$ cat src/rtl/elevator_pkg.sv
// Shared definitions for the elevator door path.
//   - Door FSM state encoding (2-bit, legacy-compatible localparams).
//   - Default door travel / dwell times in clk cycles.
//   - Timer width.
package elevator_pkg;

  localparam int unsigned TIMER_W = 8;

  localparam logic [1:0] ST_CLOSED  = 2'd0;
  localparam logic [1:0] ST_OPENING = 2'd1;
  localparam logic [1:0] ST_OPEN    = 2'd2;
  localparam logic [1:0] ST_CLOSING = 2'd3;

  localparam int unsigned DEFAULT_MOVE_CYCLES = 8;
  localparam int unsigned DEFAULT_HOLD_CYCLES = 20;

endpackage

$ cat src/rtl/door_timer.sv
// door_timer: 8-bit down-counter used by the door FSM.
// Ports:
//   clk, reset_n  - clock, async active-low reset (count -> 0)
//   load_val      - value written when load is high
//   load          - load strobe (wins over dec)
//   dec           - decrement request; ignored when count is already 0
//   count         - current timer value
//   zero          - count == 0
module door_timer
  import elevator_pkg::*;
(
  input  logic               clk,
  input  logic               reset_n,
  input  logic [TIMER_W-1:0] load_val,
  input  logic               load,
  input  logic               dec,
  output logic [TIMER_W-1:0] count,
  output logic               zero
);

  always_ff @(posedge clk or negedge reset_n) begin
    if (!reset_n) begin
      count <= '0;
    end else if (load) begin
      count <= load_val;
    end else if (dec && (count != '0)) begin
      // Saturate at zero: the counter never wraps.
      count <= count - 1'b1;
    end
  end

  assign zero = (count == '0);

endmodule

$ cat src/rtl/door_controller.sv
// door_controller: elevator cabin door sequencer.
// Parameters:
//   MOVE_CYCLES - door travel time in clk cycles (1..255)
//   HOLD_CYCLES - open dwell time in clk cycles (1..255)
// Ports:
//   clk, reset_n          - clock, async active-low reset
//   arrived               - one-cycle pulse, cabin stopped at a floor
//   open_btn, close_btn   - door request levels
//   door_obstructed       - obstruction sensor level
//   weight_limit_exceeded - overload flag from the weight stage
//   door                  - registered, high when door not fully closed
//   door_closed           - registered, NOT door
//   weight_flip_reset     - one-cycle pulse clearing the passenger count
//   overweight_alarm      - registered buzzer, overload while not closed
//   dbg_state, dbg_timer  - FSM state and timer value for observation
module door_controller
  import elevator_pkg::*;
#(
  parameter int unsigned MOVE_CYCLES = DEFAULT_MOVE_CYCLES,
  parameter int unsigned HOLD_CYCLES = DEFAULT_HOLD_CYCLES
) (
  input  logic               clk,
  input  logic               reset_n,
  input  logic               arrived,
  input  logic               open_btn,
  input  logic               close_btn,
  input  logic               door_obstructed,
  input  logic               weight_limit_exceeded,
  output logic               door,
  output logic               door_closed,
  output logic               weight_flip_reset,
  output logic               overweight_alarm,
  output logic [1:0]         dbg_state,
  output logic [TIMER_W-1:0] dbg_timer
);

  localparam logic [TIMER_W-1:0] MOVE_LOAD = TIMER_W'(MOVE_CYCLES - 1);
  localparam logic [TIMER_W-1:0] HOLD_LOAD = TIMER_W'(HOLD_CYCLES - 1);

  logic [1:0]         state;
  logic [1:0]         next_state;
  logic               tmr_load;
  logic               tmr_dec;
  logic [TIMER_W-1:0] tmr_load_val;
  logic [TIMER_W-1:0] tmr_count;
  logic               tmr_zero;
  logic               hold_cause;
  logic               arm_next;
  logic               flip_armed;

  // Anything that keeps the door open (or reopens it while closing).
  assign hold_cause = open_btn | door_obstructed | weight_limit_exceeded;

  door_timer u_timer (
    .clk      (clk),
    .reset_n  (reset_n),
    .load_val (tmr_load_val),
    .load     (tmr_load),
    .dec      (tmr_dec),
    .count    (tmr_count),
    .zero     (tmr_zero)
  );

  always_comb begin
    next_state   = state;
    tmr_load     = 1'b0;
    tmr_load_val = MOVE_LOAD;
    tmr_dec      = 1'b0;
    arm_next     = 1'b0;
    case (state)
      ST_CLOSED: begin
        if (arrived || open_btn) begin
          next_state = ST_OPENING;
          tmr_load   = 1'b1;
          // Only an arrival starts a new passenger load.
          arm_next   = arrived;
        end
      end
      ST_OPENING: begin
        if (tmr_zero) begin
          next_state   = ST_OPEN;
          tmr_load     = 1'b1;
          tmr_load_val = HOLD_LOAD;
        end else begin
          tmr_dec = 1'b1;
        end
      end
      ST_OPEN: begin
        if (hold_cause) begin
          tmr_load     = 1'b1;
          tmr_load_val = HOLD_LOAD;
        end else if (close_btn || tmr_zero) begin
          next_state = ST_CLOSING;
          tmr_load   = 1'b1;
        end else begin
          tmr_dec = 1'b1;
        end
      end
      ST_CLOSING: begin
        if (hold_cause) begin
          next_state = ST_OPENING;
          tmr_load   = 1'b1;
        end else if (tmr_zero) begin
          next_state = ST_CLOSED;
        end else begin
          tmr_dec = 1'b1;
        end
      end
      default: begin
        next_state = ST_CLOSED;
      end
    endcase
  end

  // Outputs are all registered from the current state, so they trail the
  // state register by one cycle. flip_armed delays the arrival event by the
  // same amount so the pulse lines up with door rising.
  always_ff @(posedge clk or negedge reset_n) begin
    if (!reset_n) begin
      state             <= ST_CLOSED;
      flip_armed        <= 1'b0;
      door              <= 1'b0;
      door_closed       <= 1'b1;
      weight_flip_reset <= 1'b0;
      overweight_alarm  <= 1'b0;
    end else begin
      state             <= next_state;
      flip_armed        <= arm_next;
      door              <= (state != ST_CLOSED);
      door_closed       <= (state == ST_CLOSED);
      weight_flip_reset <= flip_armed;
      overweight_alarm  <= weight_limit_exceeded && (state != ST_CLOSED);
    end
  end

  assign dbg_state = state;
  assign dbg_timer = tmr_count;

endmodule

$ cat config.mk
export PLATFORM = sky130hd
export DESIGN_NAME = door_controller
export DESIGN_NICKNAME = d
export VERILOG_FILES = /design/src/rtl/elevator_pkg.sv /design/src/rtl/door_timer.sv /design/src/rtl/door_controller.sv
export SDC_FILE = /design/constraint.sdc
export NUM_CORES = 1
export LEC_CHECK = 0
export CORE_MARGIN = 1
export CORE_UTILIZATION = 38
export DETAILED_ROUTE_END_ITERATION = 16
export PLACE_DENSITY = 0.67
export SYNTH_ARGS = -nofsm -noshare
export SYNTH_HDL_FRONTEND = slang
export SYNTH_SLANG_ARGS = --single-unit
$ cat constraint.sdc
create_clock -name clk -period 3.3 [get_ports clk]
set_input_delay 0.825 -clock clk [delete_from_list [all_inputs] [get_ports clk]]
set_output_delay 0.825 -clock clk [all_outputs]
set_load 0.01 [all_outputs]
==> results of run 1 <==
critical path: stages:
cell and delay, ns:
clkdlybuf4s50_1 0.45, nor3_1 0.42, o21a_1 0.24, o211ai_2 0.18, or4_2 0.65, a21oi_1 0.16
layout make-up:
cell class,count,area (um^2)
Clock buffer,3,22.52
Inverter,5,18.77
Tap cell,28,35.03
Timing Repair Buffer,20,200.2
Clock inverter,1,5.005
Multi-Input combinational cell,69,508.0
Fill cell,219,1067
Sequential cell,15,376.6
metal layers:
layer / up-vias / routed length (um) / global-route usage [%]
met2: 26 / 1001 / 30.89
li1: 381 / - / -
met4: 0 / 10 / 9.259
met3: 2 / 120 / 3.636
met1: 390 / 905 / 22.01
met5: - / 0 / 0
where the power goes:
group	total [mW]	switching, mW	internal (mW)
clock	0.109	0.0639	0.0450
sequential	0.298	0.0547	0.244
combinational	0.536	0.272	0.265
total	0.943	0.390	0.553
sequential cells by signal (all words and copies together), names as in the netlist:
signal	count
weight_flip_reset	1
dbg_state	2
overweight_alarm	1
door	1
flip_armed	1
door_closed	1
u_timer.count	8
per-stage QoR:
stage	cell area, um^2	cells	setup slack, ns
finish	1166	141	0.5837
global route	1166	141	0.4771
CTS	1166	141	0.6301
detailed placement	1139	137	0.3223
global placement	1139	137	0.3767
floorplan	903.4	89	0.9683
kinds of logic (layout without fill, tap and decap cells):
| family | Yosys count | count (layout) |
|---|---|---|
| simple gates | 33 | 33 |
| compound gates | 26 | 26 |
| flops | 15 | 15 |
| fa+ha+maj | 6 | 6 |
| buf+inv | 5 | 29 |
| xor+xnor | 2 | 2 |
| mux | 2 | 2 |
Yosys cell counts, types with 2 or more instances:
| cell type | instances |
|---|---|
| o21ai_0 | 4 |
| dfrtp_1 | 14 |
| nand2_1 | 5 |
| a21oi_1 | 6 |
| or4_1 | 3 |
| a31oi_1 | 4 |
| nor3_1 | 3 |
| o31ai_1 | 2 |
| inv_1 | 5 |
| or3_1 | 3 |
| or3_2 | 3 |
| o211ai_2 | 2 |
| ha_1 | 6 |
| nor2b_1 | 4 |
| nor2_1 | 4 |
layout by cell type, fill, tap and decap left out, types with 2 or more instances in the layout:
| cell type | count |
|---|---|
| nor3_1 | 3 |
| a31oi_1 | 4 |
| o31ai_1 | 2 |
| nor2_1 | 4 |
| or3_2 | 3 |
| nor2b_1 | 4 |
| or4_1 | 3 |
| a21oi_1 | 6 |
| ha_1 | 6 |
| o211ai_2 | 2 |
| inv_1 | 5 |
| or3_1 | 3 |
| clkbuf_4 | 3 |
| o21ai_0 | 4 |
| clkdlybuf4s50_1 | 20 |
| dfrtp_1 | 14 |
| nand2_1 | 5 |
how the worst min path moves through the flow:
stage	startpoint	to	slack, ns
finish	flip_armed	weight_flip_reset	0.36
global route	flip_armed	weight_flip_reset	0.38
CTS	flip_armed	weight_flip_reset	0.37
detailed placement	flip_armed	weight_flip_reset	0.35
global placement	flip_armed	weight_flip_reset	0.34
floorplan	flip_armed	weight_flip_reset	0.33
==> impl_metrics.toml, run 1 <==
[setup_path]
start_kind = "input port"
r2r_slack_ns = 1.08
crit_type = "input port to register"
reg2reg_from = "dbg_state[0]"
arrival_ns = 2.93
end_kind = "register"
cp-startpoint = "open_btn"
r2r-end = "u_timer.count[5]"
required_ns = 3.52
worstRegToRegCells = 7
cp_max_fo = 9
cp-endpoint = "u_timer.count[5]"

[synth]
synth.cell_area_um2 = 903.4
synthAdderAreaFrac_pct = 8.310
synth_edf_count = 0
synthTopCellsByArea = "dfrtp_1 39%, ha_1 8.3%, a21oi_1 3.3%"
syn_nets = 102
yosysTopAreaCellShare_pct = 38.78
synth_compound_area_share_pct = 19.81
yosys_warnings = 0
synth.area.mux_share_pct = 2.770
synth-main-ff-cell = "dfrtp_1"
yosysTopAreaCell = "dfrtp_1"
synthCells = 89
syn_avg_cell_area_um2 = 10.15
synth.distinct_cells = 36
synth_xor_area_share_pct = 1.939
synthSimpleGateAreaFrac_pct = 23.41
seq_area_frac_synth_pct = 41.69
ys_seq_elements = 15
synth_top_family_by_area = "simple AND/OR/NAND/NOR gates"
async_flop_share_pct = 100.0

[sta]
hold_violations = 0
drv_slew = 0
tightestPinTransition_ns = 0.7040
finalClockSkew_ns = 0.002549
min_period_ns = 2.716
maxSlewHeadroom_pct = 52.92
fin_tns_setup_ns = 0
whs_ns = 0.3641
timing.fmax_ghz = 0.3681
timing.final.crit_share_pct = 82.31
setup_viol = 0
rsz0062_at_grt = "false"

[clock_network]
cts_tree = "yes"
cts_sinks = 15
post_cts_resize_count = 0
cts.clk_slew.worst_paths_ns = 0.10
cts_buffers = 3
htreeDepth = 1
clk-insertion-delay-late_ns = 0.29
cts_setup_buffers = 0
cts_hold_buf = 0
clockBufferDepth = 2
cts_root_buf = "clkbuf_4"

[layout]
postLayoutCoreUtil_pct = 52.21
layout-drive-gt1-share_pct = 15.04
nets = 127
diodes = 0
synthToLayoutAreaGrowth_pct = 29.09

[floorplan]
start_util_pct = 40.45
die_h_um = 50.76
dieArea_mm2 = 0.002576
coreArea_mm2 = 0.002233
fp-row-count = 17
die_w_um = 50.76
io_pins = 21

[power_and_ir_drop]
vdd_drop_max_v = 0.0003431
power.density_mw_per_mm2 = 809.0
finalPower_mw = 0.9434
leakagePower_nw = 0.4838

[detailed_routing]
ant_nets = 0
avgRoutedWirePerCell_um = 14.45
routed_wl_mm = 2.038
vias = 799
firstDrtPassIters = 4
vias_per_cell = 5.667
drcViolationCount = 0
drt_iter0_drc = 12

[global_routing]
grtUsageTotal_pct = 18.36
grt_pass1_wl_mm = 3.491
grt_pass1_vias = 790
antenna_found_initial = 0
grt_overflow_total = 0
grt_max_degree = 16

[run_status]
outcome = "completed"

[placed_design]
io_buffers = 20
dp_hpwl_mm = 1.530
gp_congestion = 0.8613

[worst_hold_path]
hold_class = "register to register"
whs_path_depth = 0

[flow_run]
cap_violations = 0
Note: power is estimated with default switching activity, not from simulation.
==> run 2: changes to the inputs <==
==> constraint.sdc (replaced) <==
create_clock -name clk -period 2.6 [get_ports clk]
set_input_delay 0.65 -clock clk [delete_from_list [all_inputs] [get_ports clk]]
set_output_delay 0.65 -clock clk [all_outputs]
set_load 0.01 [all_outputs]
==> run 2 against run 1 <==
Net effect:
- flip-flop and latch count is the same
- setup slack got worse by 0.19 ns
- count of clock-buffer cells in the layout is 1 higher
- clock power up 27%
- largest cell class unchanged
- highest routed layer unchanged
- design area increased by 1.2%
==> impl_metrics.toml, run 2 (synthesized netlist as in run 1, its figures left out) <==
[setup_path]
reg2reg_from = "u_timer.count[5]"
cp_max_fo = 4
end_kind = "register"
crit_slowest_cell = "or4_2"
slowest_delay_ns = 0.61
worstPathCellList = "clkdlybuf4s50_1, nor3_1, o21a_1, o211ai_2, or4_2, a21oi_1"
start_kind = "input port"
arrival_ns = 2.43
crit_type = "input port to register"
required_ns = 2.82
r2r_slack_ns = 0.43
cp-startpoint = "open_btn"

[power_and_ir_drop]
leakagePower_nw = 0.4908
power.density_mw_per_mm2 = 1035
vdd_drop_max_v = 0.0004954

[detailed_routing]
ant_nets = 0
firstDrtPassIters = 4
wl_met1_um = 883
avgRoutedWirePerCell_um = 13.99
drcViolationCount = 0
routed.top_layer = "met4"
routed_wl_mm = 2.001
wl_met3_um = 128
drt_iter0_drc = 13
vias_per_cell = 5.566
vias = 796
dr_wl_met2_um = 940

[clock_network]
cts_buffers = 3
cts_setup_buffers = 0
cts_hold_buf = 0
clockBufferDepth = 2
clk-insertion-delay-late_ns = 0.29
cts.clk_slew.worst_paths_ns = 0.09
htreeDepth = 1
cts_root_buf = "clkbuf_4"
cts_tree = "yes"
post_cts_resize_count = 0
cts_sinks = 15

[floorplan]
die_w_um = 50.76
dieArea_mm2 = 0.002576
fp-row-count = 17
die_h_um = 50.76
start_util_pct = 40.45
io_pins = 21
coreArea_mm2 = 0.002233

[sta]
fin_tns_setup_ns = 0
drv_slew = 0
finalClockSkew_ns = 0.005140
timing.final.crit_share_pct = 84.99
tightestPinTransition_ns = 0.6963
rsz0062_at_grt = "false"
maxSlewHeadroom_pct = 53.43
min_period_ns = 2.210
timing.fmax_ghz = 0.4525
hold_violations = 0
setup_viol = 0
whs_ns = 0.3705

[placed_design]
gp_congestion = 0.9116
io_buffers = 20
dp_hpwl_mm = 1.561
dp_cells = 139
placed_area_mm2 = 0.001154

[global_routing]
antenna_found_initial = 0
grtUsageTotal_pct = 18.56
grt_max_degree = 16
grt_pass1_vias = 784
grt_pass1_wl_mm = 3.539
grt_overflow_total = 0

[layout]
fin_area_mm2 = 0.001180
layout_commonest_cell = "clkdlybuf4s50_1"
top_register = "u_timer.count"
nets = 129
diodes = 0
layout-drive-gt1-share_pct = 15.65
synthToLayoutAreaGrowth_pct = 30.61
largest_reg_flops = 8
postLayoutCoreUtil_pct = 52.83
instances_no_fill = 143
final_cell_mix = "20 x clkdlybuf4s50_1, 14 x dfrtp_1, 6 x a21oi_1, 6 x ha_1"

[worst_hold_path]
min_from = "flip_armed"
hold_class = "register to register"

[flow_run]
cap_violations = 0

[run_status]
outcome = "completed"
[run 2: worst paths after layout]
path / end / cells past startpoint
max in group asynchronous: u_timer.count[3] / 1
max reg2reg: u_timer.count[3] / 6
max: u_timer.count[5] / 6
min in group asynchronous: dbg_state[1] / 1
min: weight_flip_reset / 0
min reg2reg: weight_flip_reset / 0
[run 2: power by group]
part / internal (mW) / switching [mW]
clock network: 0.0598 / 0.0783
registers: 0.309 / 0.0676
logic: 0.349 / 0.358
[run 2: worst max-delay path: cells and delay by family]
family	cells	cell delay, ns
compound gates	3	0.45
buf+inv	1	0.45
simple gates	2	0.87
[run 2: routing by layer]
layer,vias up,global-route usage [%]
met5,-,0
li1,384,-
met1,384,22.64
met2,24,30.89
met4,0,9.259
met3,4,3.636
[run 2: through the flow]
step / total power, mW / setup WS [ns]
detailed placement: 1.088 / 0.07775
floorplan: 0.8214 / 0.4433
global placement: 1.072 / 0.1186
CTS: 1.227 / 0.3821
finish: 1.222 / 0.3903
global route: 1.326 / 0.2770
[run 2: cell type report]
type	count	area, um^2
clock buffers	4	26.28
repair buffers	22	215.2
inverters	5	18.77
well taps	28	35.03
flip-flops and latches	15	376.6
multi-input cells	69	508.0
fillers	212	1054
